File: config.mk
export PLATFORM = sky130hd
export DESIGN_NAME = xrv_id_q
export DESIGN_NICKNAME = d
export VERILOG_FILES = /design/src/rtl/xrv_id_q.sv
export SDC_FILE = /design/constraint.sdc
export NUM_CORES = 1
export LEC_CHECK = 0
export CORE_MARGIN = 4
export CORE_UTILIZATION = 64
export CTS_CLUSTER_DIAMETER = 80
export DETAILED_ROUTE_END_ITERATION = 7
export DONT_BUFFER_PORTS = 1
export PLACE_DENSITY = 0.8
export RECOVER_POWER = 50
export SKIP_LAST_GASP = 1
export SLEW_MARGIN = 20
export SYNTH_ARGS = -nofsm -noshare
export SYNTH_HDL_FRONTEND = slang
export SYNTH_SLANG_ARGS = --single-unit
File: constraint.sdc
create_clock -name clk -period 4.2 [get_ports clk]
set_input_delay 0.63 -clock clk [delete_from_list [all_inputs] [get_ports clk]]
set_output_delay 0.63 -clock clk [all_outputs]
set_load 0.02 [all_outputs]
File: src/rtl/xrv_id_q.sv
// RV32I decode stage with a DEPTH-entry decoded-instruction queue between fetch and EX.
// Decode is combinational on the fetch side; the EX side always sees the registered queue head.
module xrv_id_q #(
    parameter int DEPTH        = 2,
    parameter bit JAL_REDIRECT = 1'b1,
    parameter bit ILLEGAL_CHK  = 1'b1
) (
    input  logic                     clk,
    input  logic                     rstb,
    input  logic                     flush_i,
    input  logic                     inst_valid_i,
    output logic                     inst_ready_o,
    input  logic [31:0]              inst_i,
    input  logic [31:0]              inst_pc_i,
    input  logic                     inst_is_compressed_i,
    output logic                     id_jmp_o,
    output logic [31:0]              id_jmp_addr_o,
    output logic                     ex_valid_o,
    input  logic                     ex_ready_i,
    output logic [10:0]              ex_op_o,
    output logic                     ex_illegal_o,
    output logic [31:0]              ex_imm_signed_o,
    output logic [31:0]              ex_imm_unsigned_o,
    output logic [4:0]               ex_src1_o,
    output logic [4:0]               ex_src2_o,
    output logic [4:0]               ex_dest_o,
    output logic [2:0]               ex_funct3_o,
    output logic                     ex_funct7_bit5_o,
    output logic                     ex_is_compressed_o,
    output logic [31:0]              ex_pc_o,
    output logic [31:0]              ex_pc_link_o,
    output logic [31:0]              ex_pc_target_o,
    output logic [$clog2(DEPTH):0]   q_count_o
);
    localparam int PW = $clog2(DEPTH);
    localparam int CW = PW + 1;
    localparam logic [CW-1:0] DEPTH_C = CW'(DEPTH);

    typedef struct packed {
        logic [10:0] op;
        logic        illegal;
        logic [31:0] imm_s;
        logic [31:0] imm_u;
        logic [4:0]  src1;
        logic [4:0]  src2;
        logic [4:0]  dest;
        logic [2:0]  funct3;
        logic        f7b5;
        logic        is_c;
        logic [31:0] pc;
        logic [31:0] pc_link;
        logic [31:0] pc_target;
    } entry_t;

    entry_t          mem_q [DEPTH];
    entry_t          entry_s;
    entry_t          head_s;
    logic [PW-1:0]   wr_q, wr_d, rd_q, rd_d;
    logic [CW-1:0]   cnt_q, cnt_d;
    logic [10:0]     op_s;
    logic [31:0]     imm_s_s, imm_u_s;
    logic [31:0]     i_imm_s, s_imm_s, b_imm_s, u_imm_s, j_imm_s;
    logic            full_s, push_s, pop_s;

    assign i_imm_s = {{20{inst_i[31]}}, inst_i[31:20]};
    assign s_imm_s = {{20{inst_i[31]}}, inst_i[31:25], inst_i[11:7]};
    assign b_imm_s = {{19{inst_i[31]}}, inst_i[31], inst_i[7], inst_i[30:25], inst_i[11:8], 1'b0};
    assign u_imm_s = {inst_i[31:12], 12'h000};
    assign j_imm_s = {{11{inst_i[31]}}, inst_i[31], inst_i[19:12], inst_i[20], inst_i[30:21], 1'b0};

    // Opcode class and immediate selection; the unsigned form keeps only the encoded bits.
    always_comb begin
        op_s    = 11'h000;
        imm_s_s = 32'h0000_0000;
        imm_u_s = 32'h0000_0000;
        case (inst_i[6:0])
            7'b0110111: begin op_s = 11'h001; imm_s_s = u_imm_s; imm_u_s = u_imm_s; end
            7'b0010111: begin op_s = 11'h002; imm_s_s = u_imm_s; imm_u_s = u_imm_s; end
            7'b1101111: begin op_s = 11'h004; imm_s_s = j_imm_s; imm_u_s = {11'h000, j_imm_s[20:0]}; end
            7'b1100111: begin op_s = 11'h008; imm_s_s = i_imm_s; imm_u_s = {20'h00000, i_imm_s[11:0]}; end
            7'b1100011: begin op_s = 11'h010; imm_s_s = b_imm_s; imm_u_s = {19'h00000, b_imm_s[12:0]}; end
            7'b0000011: begin op_s = 11'h020; imm_s_s = i_imm_s; imm_u_s = {20'h00000, i_imm_s[11:0]}; end
            7'b0100011: begin op_s = 11'h040; imm_s_s = s_imm_s; imm_u_s = {20'h00000, s_imm_s[11:0]}; end
            7'b0010011: begin op_s = 11'h080; imm_s_s = i_imm_s; imm_u_s = {20'h00000, i_imm_s[11:0]}; end
            7'b0110011: begin op_s = 11'h100; imm_s_s = 32'h0000_0000; imm_u_s = 32'h0000_0000; end
            7'b0001111: begin op_s = 11'h200; imm_s_s = i_imm_s; imm_u_s = {20'h00000, i_imm_s[11:0]}; end
            7'b1110011: begin op_s = 11'h400; imm_s_s = i_imm_s; imm_u_s = {20'h00000, i_imm_s[11:0]}; end
            default:    begin op_s = 11'h000; imm_s_s = 32'h0000_0000; imm_u_s = 32'h0000_0000; end
        endcase
    end

    assign entry_s.op        = op_s;
    assign entry_s.illegal   = ILLEGAL_CHK && (op_s == 11'h000);
    assign entry_s.imm_s     = imm_s_s;
    assign entry_s.imm_u     = imm_u_s;
    assign entry_s.src1      = inst_i[19:15];
    assign entry_s.src2      = inst_i[24:20];
    assign entry_s.dest      = inst_i[11:7];
    assign entry_s.funct3    = inst_i[14:12];
    assign entry_s.f7b5      = inst_i[30];
    assign entry_s.is_c      = inst_is_compressed_i;
    assign entry_s.pc        = inst_pc_i;
    assign entry_s.pc_link   = inst_pc_i + (inst_is_compressed_i ? 32'd2 : 32'd4);
    assign entry_s.pc_target = inst_pc_i + imm_s_s;

    // Ready depends only on occupancy, so a pop while full cannot admit a push that cycle.
    assign full_s        = (cnt_q == DEPTH_C);
    assign inst_ready_o  = ~full_s;
    assign ex_valid_o    = (cnt_q != {CW{1'b0}});
    assign push_s        = inst_valid_i & ~full_s & ~flush_i;
    assign pop_s         = ex_valid_o & ex_ready_i & ~flush_i;
    assign id_jmp_o      = JAL_REDIRECT && push_s && op_s[2];
    assign id_jmp_addr_o = inst_pc_i + j_imm_s;

    // Pointer and occupancy next state; flush overrides any push or pop.
    always_comb begin
        wr_d  = wr_q;
        rd_d  = rd_q;
        cnt_d = cnt_q;
        if (flush_i) begin
            wr_d  = {PW{1'b0}};
            rd_d  = {PW{1'b0}};
            cnt_d = {CW{1'b0}};
        end else begin
            wr_d = push_s ? wr_q + PW'(1'b1) : wr_q;
            rd_d = pop_s  ? rd_q + PW'(1'b1) : rd_q;
            case ({push_s, pop_s})
                2'b10:   cnt_d = cnt_q + CW'(1'b1);
                2'b01:   cnt_d = cnt_q - CW'(1'b1);
                default: cnt_d = cnt_q;
            endcase
        end
    end

    // Queue pointers and occupancy.
    always_ff @(posedge clk or negedge rstb) begin
        if (!rstb) begin
            wr_q  <= {PW{1'b0}};
            rd_q  <= {PW{1'b0}};
            cnt_q <= {CW{1'b0}};
        end else begin
            wr_q  <= wr_d;
            rd_q  <= rd_d;
            cnt_q <= cnt_d;
        end
    end

    // Entry storage: cleared by reset only, so a flush leaves stale data behind.
    always_ff @(posedge clk or negedge rstb) begin
        if (!rstb) begin
            for (int i = 0; i < DEPTH; i++) begin
                mem_q[i] <= '0;
            end
        end else if (push_s) begin
            mem_q[wr_q] <= entry_s;
        end
    end

    assign head_s             = mem_q[rd_q];
    assign ex_op_o            = head_s.op;
    assign ex_illegal_o       = head_s.illegal;
    assign ex_imm_signed_o    = head_s.imm_s;
    assign ex_imm_unsigned_o  = head_s.imm_u;
    assign ex_src1_o          = head_s.src1;
    assign ex_src2_o          = head_s.src2;
    assign ex_dest_o          = head_s.dest;
    assign ex_funct3_o        = head_s.funct3;
    assign ex_funct7_bit5_o   = head_s.f7b5;
    assign ex_is_compressed_o = head_s.is_c;
    assign ex_pc_o            = head_s.pc;
    assign ex_pc_link_o       = head_s.pc_link;
    assign ex_pc_target_o     = head_s.pc_target;
    assign q_count_o          = cnt_q;
endmodule

==> results of run 1 <==
-- stage by stage --
| stage | instance area [um2] | hold slack, ns | utilization, % |
|---|---|---|---|
| 3_3_place_gp | 20500 | 0.347 | 68.6 |
| 4_1_cts | 21800 | -0.203 | 72.8 |
| 3_5_place_dp | 20500 | 0.346 | 68.6 |
| 5_1_grt | 21700 | -0.209 | 72.8 |
| 2_1_floorplan | 19600 | 0.334 | - |
| 6_report | 21700 | -0.197 | 72.8 |
-- layer usage --
metal,vias to the layer above,part of all wire [%]
met1,7416,40
li1,6984,-
met4,0,4.0
met3,120,8.2
met5,-,0
met2,533,47
-- final timing paths --
path / endpoint / startpoint / slack [ns]
worst min-delay path: mem_q[184] / rstb / -0.20
worst max register to register: mem_q[371] / q_count_o[0] / 0.37
worst min register to register: mem_q[281] / mem_q[281] / 0.47
max in group asynchronous: mem_q[383] / rstb / 3.33
worst max-delay path: id_jmp_addr_o[27] / inst_i[21] / 0.10
min in group clk: q_count_o[0] / flush_i / 0.16
-- state kept, by name (all words and copies together) (netlist names) --
name,count
rd_q,1
mem_q,358
wr_q,1
q_count_o,2
-- where the power goes --
part           internal (W)  leakage (nW)  switching, W  total [W]
Clock               0.00197         0.612       0.00138    0.00335
Combinational      0.000955          5.13       0.00151    0.00247
Sequential          0.00416          4.65      0.000361    0.00452
Total               0.00708          10.4       0.00325     0.0103
-- synthesized netlist by cell type, drive strengths merged (34+ instances only) --
master	instances
nand2	487
xor2	37
clkbuf	93
inv	49
nor2	58
a21o	34
ha	63
o21ai	224
dfrtp	362
xnor2	50
a21oi	74
mux2	269
-- layout by cell type (no fill, tap or decap), types with 41 or more instances in the layout --
cell and n:
inv_1 49, nor2_1 57, buf_4 105, clkbuf_16 41, ha_1 63, o21ai_0 219
mux2_2 269, dfrtp_1 362, a21oi_1 67, nand2_1 486, xnor2_1 50
-- cells by family after synthesis --
kind of cell               Yosys count  synth area share (%)
and+or+nand+nor                    649                  13.8
AOI/OAI and AO/OA                  409                  12.5
DFF                                362                  46.3
muxes                              270                  15.5
buffers and inverters              171                  3.71
xor gates and xnor gates            87                  3.89
adders and majority gates           66                  4.33
-- worst max-delay path, cell delays in order --
cell and delay [ns]:
ha_1 0.15, inv_1 0.05, fa_1 0.39, nor2b_1 0.18, o2111ai_1 0.16, a21oi_1 0.32
o2111ai_1 0.24, a21boi_0 0.20, o21ai_0 0.16, a21oi_1 0.38, a41o_1 0.24, xor2_1 0.18
buf_4 0.17
-- what timing repair did --
item                                   in CTS  in global routing
setup buffers                               0                  0
setup endpoints to repair                   0                  2
resized for setup                           0                  1
endpoints found under the hold margin     362                362
-- area by class of cell --
| cell class | instances | share of cell area (%) |
|---|---|---|
| clock buffer | 60 | 5.32 |
| clock inverter | 11 | 0.437 |
| inverter | 49 | 0.846 |
| multi-input combinational | 1481 | 45.2 |
| sequential | 362 | 41.7 |
| tap | 390 | 2.24 |
| timing repair buffer | 115 | 4.32 |
==> flow_summary.rst, run 1 <==
.. list-table::
   :header-rows: 1

   * - Metric
     - Value
   * - Post-Place Cells
     - 2396
   * - Layout cell share with drive strength beyond 1
     - 22.7%
   * - Worst-case setup margin in the final layout
     - 0.104 ns
   * - Setup crit start kind
     - input pin
   * - GR Layer Usage met3
     - 8.39%
   * - Routability Congestion
     - 0.938
   * - Initial Utilization
     - 65.5%
   * - Synth warnings
     - 0
   * - Combined flip-flop and latch cell area
     - 9060 um2
   * - Final-report max-slew violation count
     - 241
   * - Net Count, Synth
     - 2150
   * - Depth of the most critical reg-to-reg path
     - 5
   * - Post-Synthesis Mean Instance Area
     - 9.72 um2
   * - Via/cell ratio
     - 6.10
   * - First-pass GRT wire length
     - 88700 um
   * - Sequential element share of the synthesized area
     - 46.3%
   * - Type of the worst min-delay path
     - in2async
   * - Via count of the first global-routing pass
     - 15400
   * - Final TNS setup
     - 0 ns
   * - Met1 capacity usage during global routing
     - 43.8%
   * - Number of search-and-repair iterations in the first detailed-routing pass
     - 5
   * - Clock Sinks
     - 362
   * - Total I/O pin count
     - 299
   * - Crit path required time
     - 3.57 ns
   * - Crit path time final
     - 4.10 ns
   * - Post-synth top flop
     - dfrtp_1
   * - DR DRC count
     - 0
   * - Number of max-cap violations
     - 3
   * - Antenna-violating nets left
     - 0
   * - Overall power
     - 0.0103 W
   * - Floorplan row count
     - 63
   * - Buffer cell driving the clock tree root
     - clkbuf_16
   * - Clock tree from TritonCTS
     - built
   * - Detailed router's first-iteration violation count
     - 1313
   * - Cell Pwr Density
     - 475 nW/um2
   * - Aggregate global routing overflow
     - 0
   * - Clock latency reported for the late side of the worst-skew pair
     - 0.52 ns
   * - Part of the cycle the worst path needs
     - 97.5%
   * - DIE WIDTH
     - 183 um
   * - DP Worst Slack
     - -0.130 ns
   * - Total wire length
     - 56700 um
   * - Die Ht
     - 183 um
   * - Antenna violations before repair
     - 0
   * - Transition time of the tightest slew-check pin
     - 2.54 ns
   * - M2 GR Usage
     - 55.0%
   * - Half-perimeter wire length of the detailed placement result
     - 40500 um
   * - Count of port buffers added during placement
     - 0
   * - Peak supply drop
     - 381 uV
   * - Number of H-tree branching levels
     - 2
   * - Core region area
     - 29900 um2
   * - Area delta synth->final
     - 11.0%
   * - Violations in the final reports
     - negative hold slack, max-capacitance violations, max-slew violations
   * - Status
     - complete, but fails checks
   * - CP Data Arrival Time
     - 3.47 ns
   * - Highest-utilization routing layer at the global route stage
     - met2
   * - Total CTS buffers
     - 39
   * - Net total in the final layout
     - 2184
   * - Tightest hold margin
     - -0.197 ns
   * - Crit path kind
     - in2out
   * - Proportion of netlist area held by the largest area contributor
     - 46.3%
   * - Cell types with the largest area share after synthesis
     - dfrtp_1 (46%), mux2_2 (15%), nand2_1 (9.3%)
   * - Vias post-DR
     - 15100
   * - Upper clock frequency limit
     - 244 MHz
   * - Skew final
     - 0.00911 ns
   * - Average wire length per cell after detail routing
     - 23.0 um
   * - Diodes inserted
     - 0
   * - Maximum clock insertion buffer count
     - 3
   * - Top fanout value on the critical path
     - 6
   * - Area used by multi-input combinational logic
     - 9820 um2
   * - Area of the die
     - 33500 um2
   * - Kind of end point of the critical path
     - primary output
   * - Clock transition at the register clock pins on the worst setup and hold paths after CTS
     - 0.06 ns
   * - Post-layout instance count excluding filler cells
     - 2468
   * - Top cell type by total area after synthesis
     - dfrtp_1
   * - Finish-stage setup viols
     - 0
   * - Final hold vios
     - 168
   * - Rel. slew slack
     - -69.0%
   * - RSZ-0062 raised after global routing
     - false
   * - Cell Area, Synth
     - 19600 um2
   * - Layout fillers
     - 2189
   * - Number of enable flip-flop cells after synthesis
     - 0
   * - Maximum number of pins on one net before global-route repair
     - 363
   * - Count of mapped cells out of synthesis
     - 2014
   * - Static leakage
     - 10.4 nW
   * - Tot GR Track Use
     - 33.5%
   * - Share of async-settable or async-resettable flops after synthesis
     - 100%
   * - Count of different cell masters after synthesis
     - 75
   * - Number of flip-flops and latches in the synthesized netlist
     - 362
Power figures use the tool's default switching activity.
==> inputs of run 2 (changes only) <==
- GPL_TIMING_DRIVEN: unset -> 0
==> run 2 against run 1 <==
Against the previous run:
- critical endpoint is now mem_q[223]
- wire length up 13%
- setup slack worse by 0.10 ns
- register-to-register slack gained 0.11 ns
- the run ends with negative hold slack, negative setup slack left
- critical path type is now in2reg
==> flow_summary.rst, run 2 (synthesized netlist as in run 1, its figures left out) <==
.. list-table::
   :header-rows: 1

   * - Metric
     - Value
   * - Via count of the first global-routing pass
     - 16000
   * - CP Data Arrival Time
     - 4.61 ns
   * - Static leakage
     - 10.2 nW
   * - Peak supply drop
     - 347 uV
   * - Finish-stage setup viols
     - 1
   * - Combinational share of power
     - 23.7%
   * - Antenna-violating nets left
     - 0
   * - Violations in the final reports
     - negative hold slack, negative setup slack
   * - Post-layout instance count excluding filler cells
     - 2479
   * - Aggregate global routing overflow
     - 0
   * - Clock Sinks
     - 362
   * - Tot GR Track Use
     - 37.2%
   * - Register bank with the most flops
     - mem_q
   * - Number of H-tree branching levels
     - 2
   * - Area of the die
     - 33500 um2
   * - Antenna violations before repair
     - 3
   * - Type of the worst min-delay path
     - in2async
   * - Top fanout value on the critical path
     - 6
   * - Depth of the most critical reg-to-reg path
     - 8
   * - First-pass GRT wire length
     - 95800 um
   * - Transition time of the tightest slew-check pin
     - 1.18 ns
   * - Floorplan row count
     - 63
   * - Upper clock frequency limit
     - 238 MHz
   * - Net switching power figure
     - 0.00337 W
   * - Detailed router's first-iteration violation count
     - 1636
   * - DR DRC count
     - 0
   * - Internal power
     - 0.00707 W
   * - DIE WIDTH
     - 183 um
   * - Part of the total power dissipated in sequential elements
     - 43.1%
   * - Crit path time final
     - 4.20 ns
   * - Most common cell after layout, fill and taps aside
     - nand2_1
   * - Post-Place Cells
     - 2404
   * - Worst-case setup margin in the final layout
     - -0.000445 ns
   * - Half-perimeter wire length of the detailed placement result
     - 45900 um
   * - Total CTS buffers
     - 39
   * - Rel. slew slack
     - 21.0%
   * - Via/cell ratio
     - 6.42
   * - Final-report max-slew violation count
     - 0
   * - Number of max-cap violations
     - 0
   * - Tightest hold margin
     - -0.205 ns
   * - Clock latency reported for the late side of the worst-skew pair
     - 0.53 ns
   * - Skew final
     - 0.00914 ns
   * - Number of flip-flops under the largest register name
     - 358
   * - Crit path required time
     - 4.61 ns
   * - Maximum number of pins on one net before global-route repair
     - 363
   * - Final TNS setup
     - -0.000445 ns
   * - Area delta synth->final
     - 10.4%
   * - Commonest non-fill, non-tap cells in the layout
     - nand2_1 (487), dfrtp_1 (362), o21ai_0 (217)
   * - Switching fraction of total power
     - 32.3%
   * - Status
     - complete, but fails checks
   * - Crit path kind
     - in2reg
   * - Total I/O pin count
     - 299
   * - Maximum clock insertion buffer count
     - 3
   * - Vias post-DR
     - 15900
   * - Average wire length per cell after detail routing
     - 25.8 um
   * - Initial Utilization
     - 65.5%
   * - Kind of end point of the critical path
     - flip-flop
   * - Clock transition at the register clock pins on the worst setup and hold paths after CTS
     - 0.06 ns
   * - Count of port buffers added during placement
     - 0
   * - RSZ-0062 raised after global routing
     - true
   * - Clock tree from TritonCTS
     - built
   * - Cell Pwr Density
     - 483 nW/um2
   * - Buffer cell driving the clock tree root
     - clkbuf_16
   * - Layout cell share with drive strength beyond 1
     - 16.4%
   * - Setup crit start kind
     - input pin
   * - Reg2reg setup slack
     - 0.48 ns
   * - Part of the cycle the worst path needs
     - 100%
   * - Routability Congestion
     - 0.966
   * - Number of search-and-repair iterations in the first detailed-routing pass
     - 6
   * - Die Ht
     - 183 um
   * - Final hold vios
     - 362
   * - Net total in the final layout
     - 2197
   * - Core region area
     - 29900 um2
   * - Total wire length
     - 63900 um
   * - Relative contribution of the clock network to total power
     - 33.2%
-- run 2: changes by cell type in the layout (fill, tap and decap cells not counted), moves of 9 or more --
cell,previous run,this run
a21oi_1,67,53
buf_4,105,21
clkbuf_1,13,99
clkbuf_8,6,15
mux2_1,0,76
mux2_2,269,193
-- run 2: critical path, stage by stage --
cell,delay (ns)
nor4bb_2,0.15
buf_4,0.15
buf_4,0.13
a31oi_1,0.12
o22ai_1,0.10
a22o_1,0.29
a21oi_1,0.58
inv_1,0.14
ha_1,0.29
a21oi_2,0.25
o21ai_1,0.17
a2111oi_4,0.30
o211ai_1,0.29
a31oi_2,0.35
o31ai_1,0.13
a21oi_2,0.16
xnor2_1,0.10
mux2_2,0.27
-- run 2: power groups by stage --
stage	clock, W	sequential, W	combinational (W)
floorplan	0	0.00443	0.00198
global placement	0	0.00448	0.00240
detailed placement	0	0.00454	0.00247
CTS	0.00347	0.00448	0.00249
global route	0.00362	0.00456	0.00264
finish	0.00346	0.00450	0.00247
-- run 2: area by class of cell --
type	instances	area (um2)
clock inverters	3	21.3
plain buffers	122	553
inverters	49	184
flip-flops and latches	362	9060
repair buffers	6	45.0
diodes	1	2.50
clock buffers	65	1270
well taps	390	488
fillers	2174	8260
multi-input cells	1481	10000
-- run 2: per-layer routing --
layer / up-vias / share of wire, % / global-route usage (%)
met5: - / 0.020 / 0
met4: 2 / 5.0 / 16.2
met3: 186 / 12 / 9.72
met2: 879 / 45 / 57.9
met1: 7842 / 38 / 49.9
li1: 7009 / - / -
-- run 2: path summary, 6_finish.rpt --
kind,endpoint,start
setup reg to reg,mem_q[292],q_count_o[0]
max in group asynchronous,mem_q[24],rstb
hold reg to reg,mem_q[273],mem_q[273]
setup / recovery,mem_q[223],inst_i[0]
min in group clk,mem_q[294],inst_i[8]
hold / removal,mem_q[140],rstb
-- run 2: timing repair --
action / 4_1_cts / 5_1_grt
pin swaps: 1 / 7
hold endpoints to repair: 362 / 362
setup buffers: 0 / 6
resized for setup: 22 / 33
endpoints found under the setup margin: 23 / 24
-- run 2: stage by stage --
stage | hold WS, ns | util, % | setup WS (ns) | total power, W | instance area [um2]
floorplan | 0.334 | - | 0.0287 | 0.00641 | 19600
global placement | 0.349 | 67.2 | -1.06 | 0.00688 | 20100
detailed placement | 0.344 | 67.2 | -1.00 | 0.00701 | 20100
CTS | -0.211 | 71.8 | 0.00222 | 0.0104 | 21400
global route | -0.225 | 72.4 | -0.128 | 0.0108 | 21600
finish | -0.205 | 72.4 | -0.000445 | 0.0104 | 21600
